### config.mk
export PLATFORM = sky130hd
export DESIGN_NAME = cart_pipe
export DESIGN_NICKNAME = d
export VERILOG_FILES = /design/src/rtl/cart_pkg.sv /design/src/rtl/cart_sobel.sv /design/src/rtl/cart_pipe.sv
export SDC_FILE = /design/constraint.sdc
export NUM_CORES = 1
export LEC_CHECK = 0
export ABC_AREA = 1
export CAP_MARGIN = 10
export CELL_PAD_IN_SITES_DETAIL_PLACEMENT = 0
export CELL_PAD_IN_SITES_GLOBAL_PLACEMENT = 1
export CORE_MARGIN = 10
export CORE_UTILIZATION = 30
export CTS_BUF_LIST = sky130_fd_sc_hd__clkbuf_8 sky130_fd_sc_hd__clkbuf_16
export DETAILED_ROUTE_END_ITERATION = 10
export DONT_BUFFER_PORTS = 1
export PLACE_DENSITY_LB_ADDON = 0.15
export SETUP_SLACK_MARGIN = 0.5
export SLEW_MARGIN = 5
export SYNTH_ARGS = -nofsm -noshare
export SYNTH_HDL_FRONTEND = slang
export SYNTH_SLANG_ARGS = --single-unit
### constraint.sdc
create_clock -name clk -period 15.3 [get_ports clk]
set_input_delay 0 -clock clk [delete_from_list [all_inputs] [get_ports clk]]
set_output_delay 0 -clock clk [all_outputs]
set_load 0.03 [all_outputs]
### src/rtl/cart_pkg.sv
// Shared types and helpers for the cartoonifier pipeline.
// Latency: n/a (package only).
// Backpressure: n/a (package only).
package cart_pkg;

  // Per-window filter selection, travels with the window through the pipe.
  typedef enum logic [1:0] {
    CART_CARTOON = 2'd0,
    CART_EDGEMAP = 2'd1,
    CART_BLUR    = 2'd2,
    CART_PASS    = 2'd3
  } cart_mode_e;

  // 3x3 window geometry, pixels numbered row-major.
  localparam int NUM_PIX    = 9;
  localparam int NUM_CH     = 3;
  localparam int CENTRE_IDX = 4;

  // Widest channel the intensity helper handles; callers size-cast in and out.
  localparam int MAX_CH_W = 32;

  // Luma-like intensity (R + 2G + B) / 4; never exceeds the channel maximum.
  function automatic logic [MAX_CH_W-1:0] intensity(
    input logic [MAX_CH_W-1:0] r,
    input logic [MAX_CH_W-1:0] g,
    input logic [MAX_CH_W-1:0] b
  );
    logic [MAX_CH_W+1:0] sum;
    sum = {2'b00, r} + {1'b0, g, 1'b0} + {2'b00, b};
    return MAX_CH_W'(sum >> 2);
  endfunction

endpackage

### src/rtl/cart_sobel.sv
// Combinational Sobel gradient magnitude |gx| + |gy| over nine intensities.
// Latency: 0 cycles (pure combinational).
// Backpressure: none; the enclosing stage register decides when to sample.
module cart_sobel
  import cart_pkg::*;
#(
  parameter int CH_W = 8
) (
  input  logic [NUM_PIX*CH_W-1:0] intens,
  output logic [CH_W+2:0]         mag
);

  // One weighted row/column sum a + 2m + c reaches 4*max, so CH_W+2 bits.
  localparam int SW = CH_W + 2;

  function automatic logic [SW-1:0] tri_sum(
    input logic [CH_W-1:0] a,
    input logic [CH_W-1:0] m,
    input logic [CH_W-1:0] c
  );
    return SW'(a) + (SW'(m) << 1) + SW'(c);
  endfunction

  function automatic logic [SW-1:0] abs_diff(
    input logic [SW-1:0] a,
    input logic [SW-1:0] b
  );
    return (a >= b) ? (a - b) : (b - a);
  endfunction

  logic [CH_W-1:0] i [NUM_PIX];
  logic [SW-1:0]   gx;
  logic [SW-1:0]   gy;

  // Unpack the flat intensity vector into per-pixel values.
  always_comb begin
    for (int k = 0; k < NUM_PIX; k++) begin
      i[k] = intens[k*CH_W +: CH_W];
    end
  end

  // Right column minus left column, bottom row minus top row.
  assign gx  = abs_diff(tri_sum(i[2], i[5], i[8]), tri_sum(i[0], i[3], i[6]));
  assign gy  = abs_diff(tri_sum(i[6], i[7], i[8]), tri_sum(i[0], i[1], i[2]));
  assign mag = (CH_W+3)'(gx) + (CH_W+3)'(gy);

endmodule

### src/rtl/cart_pipe.sv
// Three-stage cartoonifier: intensity/blur sums, Sobel magnitude, edge select.
// Latency: 3 cycles from acceptance to out_valid; one window per cycle.
// Backpressure: global stall, in_ready = !out_valid || out_ready. Macro CART_EDGE_CNT_EN builds the edge counter.
module cart_pipe
  import cart_pkg::*;
#(
  parameter int CH_W  = 8,
  parameter int CNT_W = 32
) (
  input  logic                  clk,
  input  logic                  n_rst,
  input  logic                  in_valid,
  output logic                  in_ready,
  input  logic [27*CH_W-1:0]    in_window,
  input  logic [1:0]            in_mode,
  input  logic [CH_W+2:0]       in_thresh,
  output logic                  out_valid,
  input  logic                  out_ready,
  output logic [3*CH_W-1:0]     out_pixel,
  output logic                  out_edge,
  input  logic                  cnt_clr,
  output logic [CNT_W-1:0]      edge_count
);

  localparam int PIX_W = NUM_CH * CH_W;
  localparam int BS_W  = CH_W + 4;   // 16 * channel max fits
  localparam int MAG_W = CH_W + 3;

  // Whole pipe moves together; only the output register can hold it back.
  logic adv;
  assign adv      = !out_valid || out_ready;
  assign in_ready = adv;

  // ---------------- S1: intensities and blur sums ----------------
  logic [NUM_PIX*CH_W-1:0] int_d;
  logic [BS_W-1:0]         bsum_d [NUM_CH];

  logic                    s1_vld;
  logic [NUM_PIX*CH_W-1:0] s1_int;
  logic [BS_W-1:0]         s1_bsum [NUM_CH];
  logic [PIX_W-1:0]        s1_centre;
  cart_mode_e              s1_mode;
  logic [MAG_W-1:0]        s1_thresh;

  // Per-pixel intensity and per-channel weighted blur sum (centre weight 8).
  always_comb begin
    int_d = '0;
    for (int k = 0; k < NUM_PIX; k++) begin
      int_d[k*CH_W +: CH_W] = CH_W'(intensity(
        MAX_CH_W'(in_window[k*PIX_W + 2*CH_W +: CH_W]),
        MAX_CH_W'(in_window[k*PIX_W +   CH_W +: CH_W]),
        MAX_CH_W'(in_window[k*PIX_W          +: CH_W])));
    end
    for (int c = 0; c < NUM_CH; c++) begin
      bsum_d[c] = '0;
      for (int k = 0; k < NUM_PIX; k++) begin
        if (k == CENTRE_IDX) begin
          bsum_d[c] = bsum_d[c] + (BS_W'(in_window[k*PIX_W + c*CH_W +: CH_W]) << 3);
        end else begin
          bsum_d[c] = bsum_d[c] + BS_W'(in_window[k*PIX_W + c*CH_W +: CH_W]);
        end
      end
    end
  end

  // S1 valid: reset clears in-flight windows.
  always_ff @(posedge clk or negedge n_rst) begin
    if (!n_rst) begin
      s1_vld <= 1'b0;
    end else if (adv) begin
      s1_vld <= in_valid;
    end
  end

  // S1 payload: mode and threshold are latched with the window they belong to.
  always_ff @(posedge clk) begin
    if (adv) begin
      s1_int    <= int_d;
      s1_bsum   <= bsum_d;
      s1_centre <= in_window[CENTRE_IDX*PIX_W +: PIX_W];
      s1_mode   <= cart_mode_e'(in_mode);
      s1_thresh <= in_thresh;
    end
  end

  // ---------------- S2: gradient magnitude ----------------
  logic [MAG_W-1:0] mag_d;

  cart_sobel #(
    .CH_W (CH_W)
  ) u_sobel (
    .intens (s1_int),
    .mag    (mag_d)
  );

  logic             s2_vld;
  logic [MAG_W-1:0] s2_mag;
  logic [BS_W-1:0]  s2_bsum [NUM_CH];
  logic [PIX_W-1:0] s2_centre;
  cart_mode_e       s2_mode;
  logic [MAG_W-1:0] s2_thresh;

  // S2 valid.
  always_ff @(posedge clk or negedge n_rst) begin
    if (!n_rst) begin
      s2_vld <= 1'b0;
    end else if (adv) begin
      s2_vld <= s1_vld;
    end
  end

  // S2 payload.
  always_ff @(posedge clk) begin
    if (adv) begin
      s2_mag    <= mag_d;
      s2_bsum   <= s1_bsum;
      s2_centre <= s1_centre;
      s2_mode   <= s1_mode;
      s2_thresh <= s1_thresh;
    end
  end

  // ---------------- S3: edge decision and mode select ----------------
  logic             edge_d;
  logic [PIX_W-1:0] blur_px;
  logic [PIX_W-1:0] res_d;

  // Strict compare, then pick the output pixel for this window's mode.
  always_comb begin
    edge_d  = s2_mag > s2_thresh;
    blur_px = '0;
    for (int c = 0; c < NUM_CH; c++) begin
      blur_px[c*CH_W +: CH_W] = CH_W'(s2_bsum[c] >> 4);
    end
    res_d = '0;
    case (s2_mode)
      CART_CARTOON: res_d = edge_d ? {PIX_W{1'b0}} : blur_px;
      CART_EDGEMAP: res_d = edge_d ? {PIX_W{1'b1}} : {PIX_W{1'b0}};
      CART_BLUR:    res_d = blur_px;
      CART_PASS:    res_d = s2_centre;
      default:      res_d = s2_centre;
    endcase
  end

  // Output register; holds steady while downstream stalls.
  always_ff @(posedge clk or negedge n_rst) begin
    if (!n_rst) begin
      out_valid <= 1'b0;
      out_pixel <= '0;
      out_edge  <= 1'b0;
    end else if (adv) begin
      out_valid <= s2_vld;
      out_pixel <= res_d;
      out_edge  <= edge_d;
    end
  end

  // ---------------- Edge counter ----------------
`ifdef CART_EDGE_CNT_EN
  logic [CNT_W-1:0] cnt_q;

  // Count delivered edge pixels; clear wins over a same-cycle increment.
  always_ff @(posedge clk or negedge n_rst) begin
    if (!n_rst) begin
      cnt_q <= '0;
    end else if (cnt_clr) begin
      cnt_q <= '0;
    end else if (out_valid && out_ready && out_edge) begin
      cnt_q <= cnt_q + 1'b1;
    end
  end

  assign edge_count = cnt_q;
`else
  logic unused_cnt_clr;
  assign unused_cnt_clr = cnt_clr;
  assign edge_count     = '0;
`endif

endmodule
-- Yosys cells after proc, flatten, opt, wreduce, memory -nomap -nowiden
Cells that the tools add are included.
- shifts and indexed selects: 0
- bitwise operators: 0
- $add $sub $neg: 55
- multipliers: 0
- eq/ne operators: 3
- $lt $le $gt $ge: 3
- muxes and demuxes: 5
- div/mod/pow operators: 0
- reductions and logical operators: 3
- operators with widths (kind ; count):
    $add 12x8->12 ; 12
    $add 10x8->10 ; 13
    $add 8x9->10 ; 13
    $pmux 24 s4 ; 1
    $mux 24 ; 2
    $sub 10x10->10 ; 4
    $add 11x11->12 ; 3
    $add 10x8->11 ; 3
    $add 9x8->10 ; 3
    $add 8x8->9 ; 3
    $ge 10x10->1 ; 2
    $mux 10 ; 2
    $add 10x10->11 ; 1
    $gt 11x11->1 ; 1
    $eq 2x2->1 const B ; 2
    $eq 2x1->1 const B ; 1
    $logic_not 2->1 ; 1
    $logic_not 1->1 ; 1
    $logic_or 1x1->1 ; 1
- output and inout bits: 59
- word-level logic and storage cells: 88
- memories: 0
- latch bits: 0
- ROM bits: 0
- bits in registers: 257
- bits in writable memories: 0
- bits of input ports: 234

-- Logic depth before layout (Yosys ltp)
Gate-level depths: netlist (run 1).
- depth after elaboration: 8
- depth in mapped cells: 29

-- Cells and area by module
Synthesis (run 1) repeated with hierarchy kept, for this count alone.
- cells, all modules: 2381
- area, all modules: 22703.0 sq um
- by module, submodules not included (module ; area each (sq um) ; times used ; cells an instance):
    cart_pipe ; 18018.5 ; 1 ; 1636
    cart_sobel ; 4684.5 ; 1 ; 745

-- Least setup slack after synthesis (run 1)
Ideal clock, no wire load.
- kind: reg-to-reg
- from: register out_valid
- to: register s2_bsum (netlist bit blur_px[0]) (enable)
- cell stages (with the launch flop): 5
- library setup time: 652 ps
- period minus slack after synthesis: 7138 ps
- arrival: 6486 ps
- slack: 8162 ps
- path through: dfrtp_1 inv_1 nor2_2 inv_1 clkbuf_1
- word-level cells in the longest chain between the ends: 2
- ends and longest elaborated chain (what ; line ; text):
    start: declaration ; cart_pipe.sv:17 ; output logic out_valid,
    start signal: assignment ; cart_pipe.sv:152 ; out_valid <= s2_vld;
    $logic_not 1->1 ; cart_pipe.sv:31 ; assign adv = !out_valid || out_ready;
    $logic_or 1x1->1 ; cart_pipe.sv:31 ;
    net in_ready ; cart_pipe.sv:13 ; output logic in_ready,
    end signal: assignment ; cart_pipe.sv:116 ; s2_bsum <= s1_bsum;
    end: declaration ; cart_pipe.sv:98 ; logic [BS_W-1:0] s2_bsum [NUM_CH];
The timed path passes the listed nets, and every way through them passes these cells.
A chain may end at the register's enable or synchronous reset.

-- Final worst setup path (run 1)
- from: register s1_int[17]
- to: register s2_mag[8], data pin
- word-level cells in the longest chain between the ends: 5
- elaborated cells on any way between the ends: 12
- ends and longest elaborated chain (what ; line ; text):
    start: declaration ; cart_pipe.sv:39 ; logic [NUM_PIX*CH_W-1:0] s1_int;
    start signal: assignment ; cart_pipe.sv:78 ; s1_int <= int_d;
    $add 8x9->10 ; cart_sobel.sv:21 ; return SW'(a) + (SW'(m) << 1) + SW'(c);
    $add 10x8->10 ; cart_sobel.sv:21 ;
    $sub 10x10->10 / $ge 10x10->1 (equally long branches) ; cart_sobel.sv:28 ; return (a >= b) ? (a - b) : (b - a);
    $mux 10 ; cart_sobel.sv:28 ;
    $add 10x10->11 (*) ; cart_sobel.sv:45 ; assign mag = (CH_W+3)'(gx) + (CH_W+3)'(gy);
    net mag_d[8] ; cart_pipe.sv:87 ; logic [MAG_W-1:0] mag_d;
    end signal: assignment ; cart_pipe.sv:115 ; s2_mag <= mag_d;
    end: declaration ; cart_pipe.sv:97 ; logic [MAG_W-1:0] s2_mag;
The timed path passes the listed nets; every way through them passes the cells marked *.

==> flow_summary.toml, run 1 <==
[grt]
met2_usage = 0.3081
grt_pass1_wl_um = 104000
grt_max_degree = 153
grt_use_met3 = 0.04418
met1_usage = 0.2002
grt_busiest_layer = "met2"
grt_pass1_vias = 15857
antenna_found_initial = 2
grt_overflow = 0
grt_usage = 0.1707

[synthesis]
synth-edff-count = 197
yosysMostFrequentCell = "nand2_1"
synthCells = 2151
async_flop_share = 0.1244
synth_area_per_cell_um2 = 9.954
synth_top_area_cell = "edfxtp_1"
ys_top_cells_by_area = "edfxtp_1 28%, fa_1 24%, ha_1 12%"
synth_seq_area_share = 0.3090
synthTopCellsByCount = "416 x nand2_1, 404 x inv_1, 254 x fa_1"
synthesis.area_mm2 = 0.02141
synth_cell_types = 44
yosys_warnings = 0
yosys_most_used_dff = "edfxtp_1"
synth_seq_cells = 225
synth_top_area_frac = 0.2763

[cts]
htree_levels = 1
clock-sinks = 225
cts.repair.resized = 0
cts_tree = "yes"
clk_pin_slew_worst_paths_ns = 0.05
post_cts_buffers = 0
clk_latency_ns = 0.59
cts_made_buffers = 28
cts_max_path_buffers = 3
root_buffer = "clkbuf_16"

[floorplan]
initial_core_util = 0.3042
io_pins = 293
die_area_mm2 = 0.08246
num_rows = 97
dieHeight_um = 287.2
core_mm2 = 0.07039
dieWidth_um = 287.2

[sta]
max_freq_mhz = 172.1
rsz0062_at_grt = "no"
slew_headroom = 0.2612
final-max-slew-violation-count = 0
min_period_ns = 5.812
final-setup-viol-count = 0
tns_ns = 0
hold_viol_final = 0
fin_worst_skew_ns = 0.05033
tightest_slew_ns = 1.108
period_share = 0.3799

[critical_path]
cp.arrival_ns = 6.10
path_class = "flip-flop to flip-flop"
worst-endpoint-required_ns = 15.59
cp-end-kind = "flip-flop"
crit_fanout = 11
worstSetupStartpointType = "flip-flop"
crit_slowest_cell = "fa_1"
worst_path_largest_cell_delay_ns = 0.55
cpMostUsedCell = "nand2_1"

[routing]
vias = 14525
wl_per_cell_um = 22.07
drtIter0Drc = 819
final_antenna_net_count = 0
routed_via_density = 4.545
drc = 0
wl_um = 70550
first_pass_iters = 5

[run_status]
status = "finished, final reports clean"

[cells_and_area]
fin_nets = 2919
areaGrowthSynthToFinish_pct = 12.07
fillers = 7286
drive_gt1_frac = 0.03815

[placed_design]
port_buffers = 0
post-dp-hpwl_um = 62030
gp_congestion = 0.9193

[run]
maxCapViolCount = 0

[worst_hold_path]
hold_class = "primary input to flip-flop"
-- cells in the final DEF (no fill, tap or decap), drive strengths merged, types with 15 or more instances in the layout --
cell         synthesis  routed
clkbuf               9      31
nor2                64      64
nand4               42      42
dlygate4sd3          0      72
xor2                91      91
a21oi              129     129
o21ai               58      58
dfrtp               28      28
inv                410     421
nand2              424     424
conb                 1      32
a221oi              15      15
fa                 254     254
xnor2               28      28
o21bai              15      15
edfxtp             197     197
ha                 199     199
nand3               81      81
-- final cells by class --
class,instances,area [um^2],share of cell area
clock inverters,21,161.4,0.006726
well taps,940,1176,0.04901
inverters,410,1546,0.06445
diodes,2,5.005,0.0002086
flip-flops and latches,225,6616,0.2757
clock buffers,31,753.2,0.03139
multi-input cells,1490,12950,0.5398
repair buffers,77,783.3,0.03264
-- state kept, by name, indices dropped and copies added (netlist names) --
signal and flops:
s1_centre 24, out_pixel 24, s2_vld 1, s2_centre 24, s1_thresh 11, s2_mode 2, out_valid 1, out_edge 1
blur_px 24, s1_bsum 24, s1_mode 2, s1_vld 1, s1_int 64, s2_thresh 11, s2_mag 11
-- layer usage --
metal / share of wire / vias up
li1: - / 7042
met1: 0.40 / 7063
met2: 0.51 / 352
met3: 0.069 / 68
met4: 0.022 / 0
met5: 0 / -
-- cells by family after synthesis --
kind of cell               after synthesis  share of synthesized area
AOI/OAI and AO/OA                      252                    0.06948
xor gates and xnor gates               119                    0.04868
adders and majority gates              453                     0.3538
buffers and inverters                  467                    0.09157
DFF                                    225                     0.3090
other                                    1                  0.0001751
and+or+nand+nor                        634                     0.1273
-- critical path: cells and delay by family (launching register included) --
family,cells,cell delay [ns]
compound gates,6,0.93
xor+xnor,2,0.38
fa+ha+maj,5,1.90
buf+inv,5,0.44
flops,1,0.32
simple gates,10,1.54
-- per-stage QoR --
step | setup slack [ns] | area (um^2) | hold slack (ns) | instances | util
after CTS | 9.393 | 23990 | 0.0006428 | 3194 | 0.3408
final | 9.488 | 24000 | 0.02931 | 3196 | 0.3409
after global routing | 8.918 | 23990 | 0.02318 | 3194 | 0.3408
after floorplan | 8.162 | 21530 | -0.2956 | 2182 | -
after detailed placement | 9.464 | 22320 | -0.2946 | 3068 | 0.3170
after global placement | 9.478 | 22320 | -0.2946 | 3068 | 0.3170
-- worst paths after layout --
check,depth (start not counted),to,slack [ns],startpoint
worst min-delay path,3,s1_int[0],0.03,in_window[16]
worst max-delay path,28,s2_mag[8],9.49,s1_int[17]
worst min register to register,0,s2_thresh[8],0.42,s1_thresh[8]
max in group asynchronous,4,out_pixel[16],14.61,n_rst
min in group asynchronous,4,out_pixel[3],0.49,n_rst
worst max register to register,28,s2_mag[8],9.49,s1_int[17]
-- what timing repair did --
action,CTS,global route
setup endpoints to repair,0,0
hold endpoints to repair,121,0
hold buffers,74,0
Power of run 1 is left out: the tool's default activity adds up to more than one toggle a clock period on the data nets, which glitch-free logic cannot reach.
==> inputs of run 2 (changes only) <==
- ABC_AREA: 1 -> 0
- clock period: 15.3 -> 4.93 ns (I/O delays scaled with it)
==> run 2 against run 1 <==
Net effect: the flow now finishes with violations (negative setup slack); setup slack worse by 9.7 ns; global-route usage is 0.062 points higher; synthesized cell count decreased by 20%; area after synthesis fell by 5.5%; worst hold slack about the same; critical endpoint is now s2_mag[9].
==> flow_summary.toml, run 2 <==
[sta]
final-max-slew-violation-count = 0
fin_worst_skew_ns = 0.01743
period_share = 1.042
slew_headroom = 0.2345
timing.final.ws_setup_ns = -0.2094
rsz0062_at_grt = "yes"
final-setup-viol-count = 7
tightest_slew_ns = 1.148
min_period_ns = 5.139
max_freq_mhz = 194.6
hold_viol_final = 0
fin_hold_ws_ns = 0.02913

[floorplan]
initial_core_util = 0.3017
dieHeight_um = 279.6
num_rows = 95
dieWidth_um = 279.6
core_mm2 = 0.06704
io_pins = 293
die_area_mm2 = 0.07820

[routing]
final_antenna_net_count = 0
vias = 13427
routed_via_density = 4.734
drc = 0
wl_per_cell_um = 23.55
drtIter0Drc = 823
wl_um = 66800
first_pass_iters = 7

[cts]
cts_tree = "yes"
root_buffer = "clkbuf_16"
htree_levels = 1
clk_pin_slew_worst_paths_ns = 0.06
clk_latency_ns = 0.57
cts_made_buffers = 26
cts_max_path_buffers = 3
clock-sinks = 225

[synthesis]
ys_top_cells_by_area = "edfxtp_1 29%, fa_1 25%, ha_1 12%"
synth_seq_cells = 225
async_flop_share = 0.1244
yosys_most_used_dff = "edfxtp_1"
synth_xor_area_frac = 0.05283
synth-edff-count = 197
synth_top_area_frac = 0.2925
synth.area.mux_share = 0.009280
synth_simple_gate_area_frac = 0.07009
synth_top_family_by_area = "adder cells"
yosysMostFrequentCell = "inv_1"
synth_compound_area_frac = 0.09639
synth_area_per_cell_um2 = 11.71
yosys_warnings = 0
synth_fa_ha_area_frac = 0.3745
synth_seq_area_share = 0.3271
synthesis.area_mm2 = 0.02022
synthTopCellsByCount = "269 x inv_1, 254 x fa_1, 199 x ha_1"
synthCells = 1727
synth_top_area_cell = "edfxtp_1"
synth_cell_types = 64

[critical_path]
rr_worst_depth = 23
crit_fanout = 4
crit_chain = "buf_6, fa_1, ha_1, a21o_1, a21oi_2, nor2b_1, o21a_2, o41ai_4, xor2_1, ha_1, nand2_2, nor4_2, a211oi_2, o21ai_4, buf_6, mux2i_4, xor2_2, ha_4, nand2_4, o211ai_1, a31o_2, a21oi_2, xnor2_1"
worstSetupStartpointType = "flip-flop"
worst_path_largest_cell_delay_ns = 0.48
worst-endpoint-required_ns = 5.24
cp-end-kind = "flip-flop"
path_class = "flip-flop to flip-flop"
crit_slowest_cell = "fa_1"
ff2ff_setup_slack_ns = -0.21
r2r_end = "s2_mag[9]"
cp_top_family = "compound AO/OA/AOI/OAI gates"
r2r-start = "s1_int[50]"
cp.arrival_ns = 5.45
crit_buf_inv = 2

[placed_design]
post-dp-hpwl_um = 56720
port_buffers = 0
gp_congestion = 0.8872
placed_cells = 2661

[worst_hold_path]
hold_class = "primary input to flip-flop"
hold_end = "s1_int[1]"
worstHoldStart = "in_window[18]"
whs_path_depth = 3

[grt]
grt_pass1_wl_um = 98780
grt_pass1_vias = 15057
grt_usage = 0.1713
grt_overflow = 0
antenna_found_initial = 1
grt_max_degree = 169

[cells_and_area]
fin_nets = 2631
stdcell_count = 2836
areaGrowthSynthToFinish_pct = 19.89
diodes = 0
drive_gt1_frac = 0.1284
regMostFlops = "s1_int"
layout_common_cells = "264 x inv_1, 248 x fa_1, 197 x edfxtp_1, 191 x ha_1, 109 x buf_4"
largest_register_ffs = 64
fillers = 6670
multi_input_area_mm2 = 0.01269
seq_area_mm2 = 0.006618
layout_commonest_cell = "inv_1"

[run_status]
status = "finished with violations"
violations = "negative setup slack"

[run]
maxCapViolCount = 0
## run 2: timing repair
| action | 4_1_cts | 5_1_grt |
|---|---|---|
| hold buffers | 101 | 0 |
| gates cloned | 0 | 0 |
| pin swaps | 48 | 36 |
| buffers inserted | 18 | 9 |
| setup endpoints to repair | 10 | 10 |
| endpoints found under the hold margin | 130 | 0 |
| resized for setup | 47 | 31 |
## run 2: area by class of cell
type | count | area share
multi-input cells | 1200 | 0.5234
well taps | 873 | 0.04505
inverters | 270 | 0.04195
repair buffers | 221 | 0.08174
clock buffers | 26 | 0.02683
clock inverters | 21 | 0.008102
flip-flops and latches | 225 | 0.2729
## run 2: cells by family (layout without fill, tap and decap cells)
group,count (synthesis),count (layout)
other cells,1,32
mux,18,18
flops,225,225
buf+inv,333,538
fa+ha+maj,453,453
simple gates,297,297
xor+xnor,122,122
compound gates,278,278
## run 2: routing by layer
| metal | part of all wire | track usage | wire length, um | up-vias |
|---|---|---|---|---|
| met4 | 0.019 | 0.03160 | 1282 | 0 |
| met3 | 0.063 | 0.04135 | 4183 | 60 |
| met5 | 0 | 0 | 0 | - |
| met2 | 0.52 | 0.3110 | 34560 | 333 |
| met1 | 0.40 | 0.2033 | 26770 | 6757 |
| li1 | - | - | - | 6277 |
## run 2: worst register-to-register path, stage by stage (launching register included)
cell      delay (ns)
edfxtp_1        0.43
buf_6           0.15
fa_1            0.48
ha_1            0.29
a21o_1          0.16
a21oi_2         0.15
nor2b_1         0.06
o21a_2          0.24
o41ai_4         0.36
xor2_1          0.18
ha_1            0.27
nand2_2         0.10
nor4_2          0.04
a211oi_2        0.27
o21ai_4         0.14
buf_6           0.16
mux2i_4         0.19
xor2_2          0.20
ha_4            0.31
nand2_4         0.06
o211ai_1        0.26
a31o_2          0.21
a21oi_2         0.05
xnor2_1         0.12
## run 2: how the worst max path moves through the flow
stage	from	slack [ns]	to	cells past startpoint
6_report	s1_int[50]	-0.21	s2_mag[9]	23
5_1_grt	s1_int[50]	-0.49	s2_mag[9]	23
4_1_cts	s1_int[9]	-0.23	s2_mag[9]	22
3_5_place_dp	s1_int[50]	-0.28	s2_mag[9]	22
3_3_place_gp	s1_int[1]	-0.20	s2_mag[10]	27
2_1_floorplan	s1_int[56]	-0.03	s2_mag[10]	25
## run 2: through the flow
stage,util,instance area (um^2),TNS (ns),worst slack (ns)
6_report,0.3617,24250,-1.005,-0.2094
5_1_grt,0.3617,24250,-3.164,-0.4912
4_1_cts,0.3586,24040,-0.8959,-0.2267
3_5_place_dp,0.3257,21830,-1.145,-0.2771
3_3_place_gp,0.3257,21830,-0.7939,-0.1982
2_1_floorplan,-,20440,-0.03142,-0.03142
Power of run 2 is left out for the same reason.
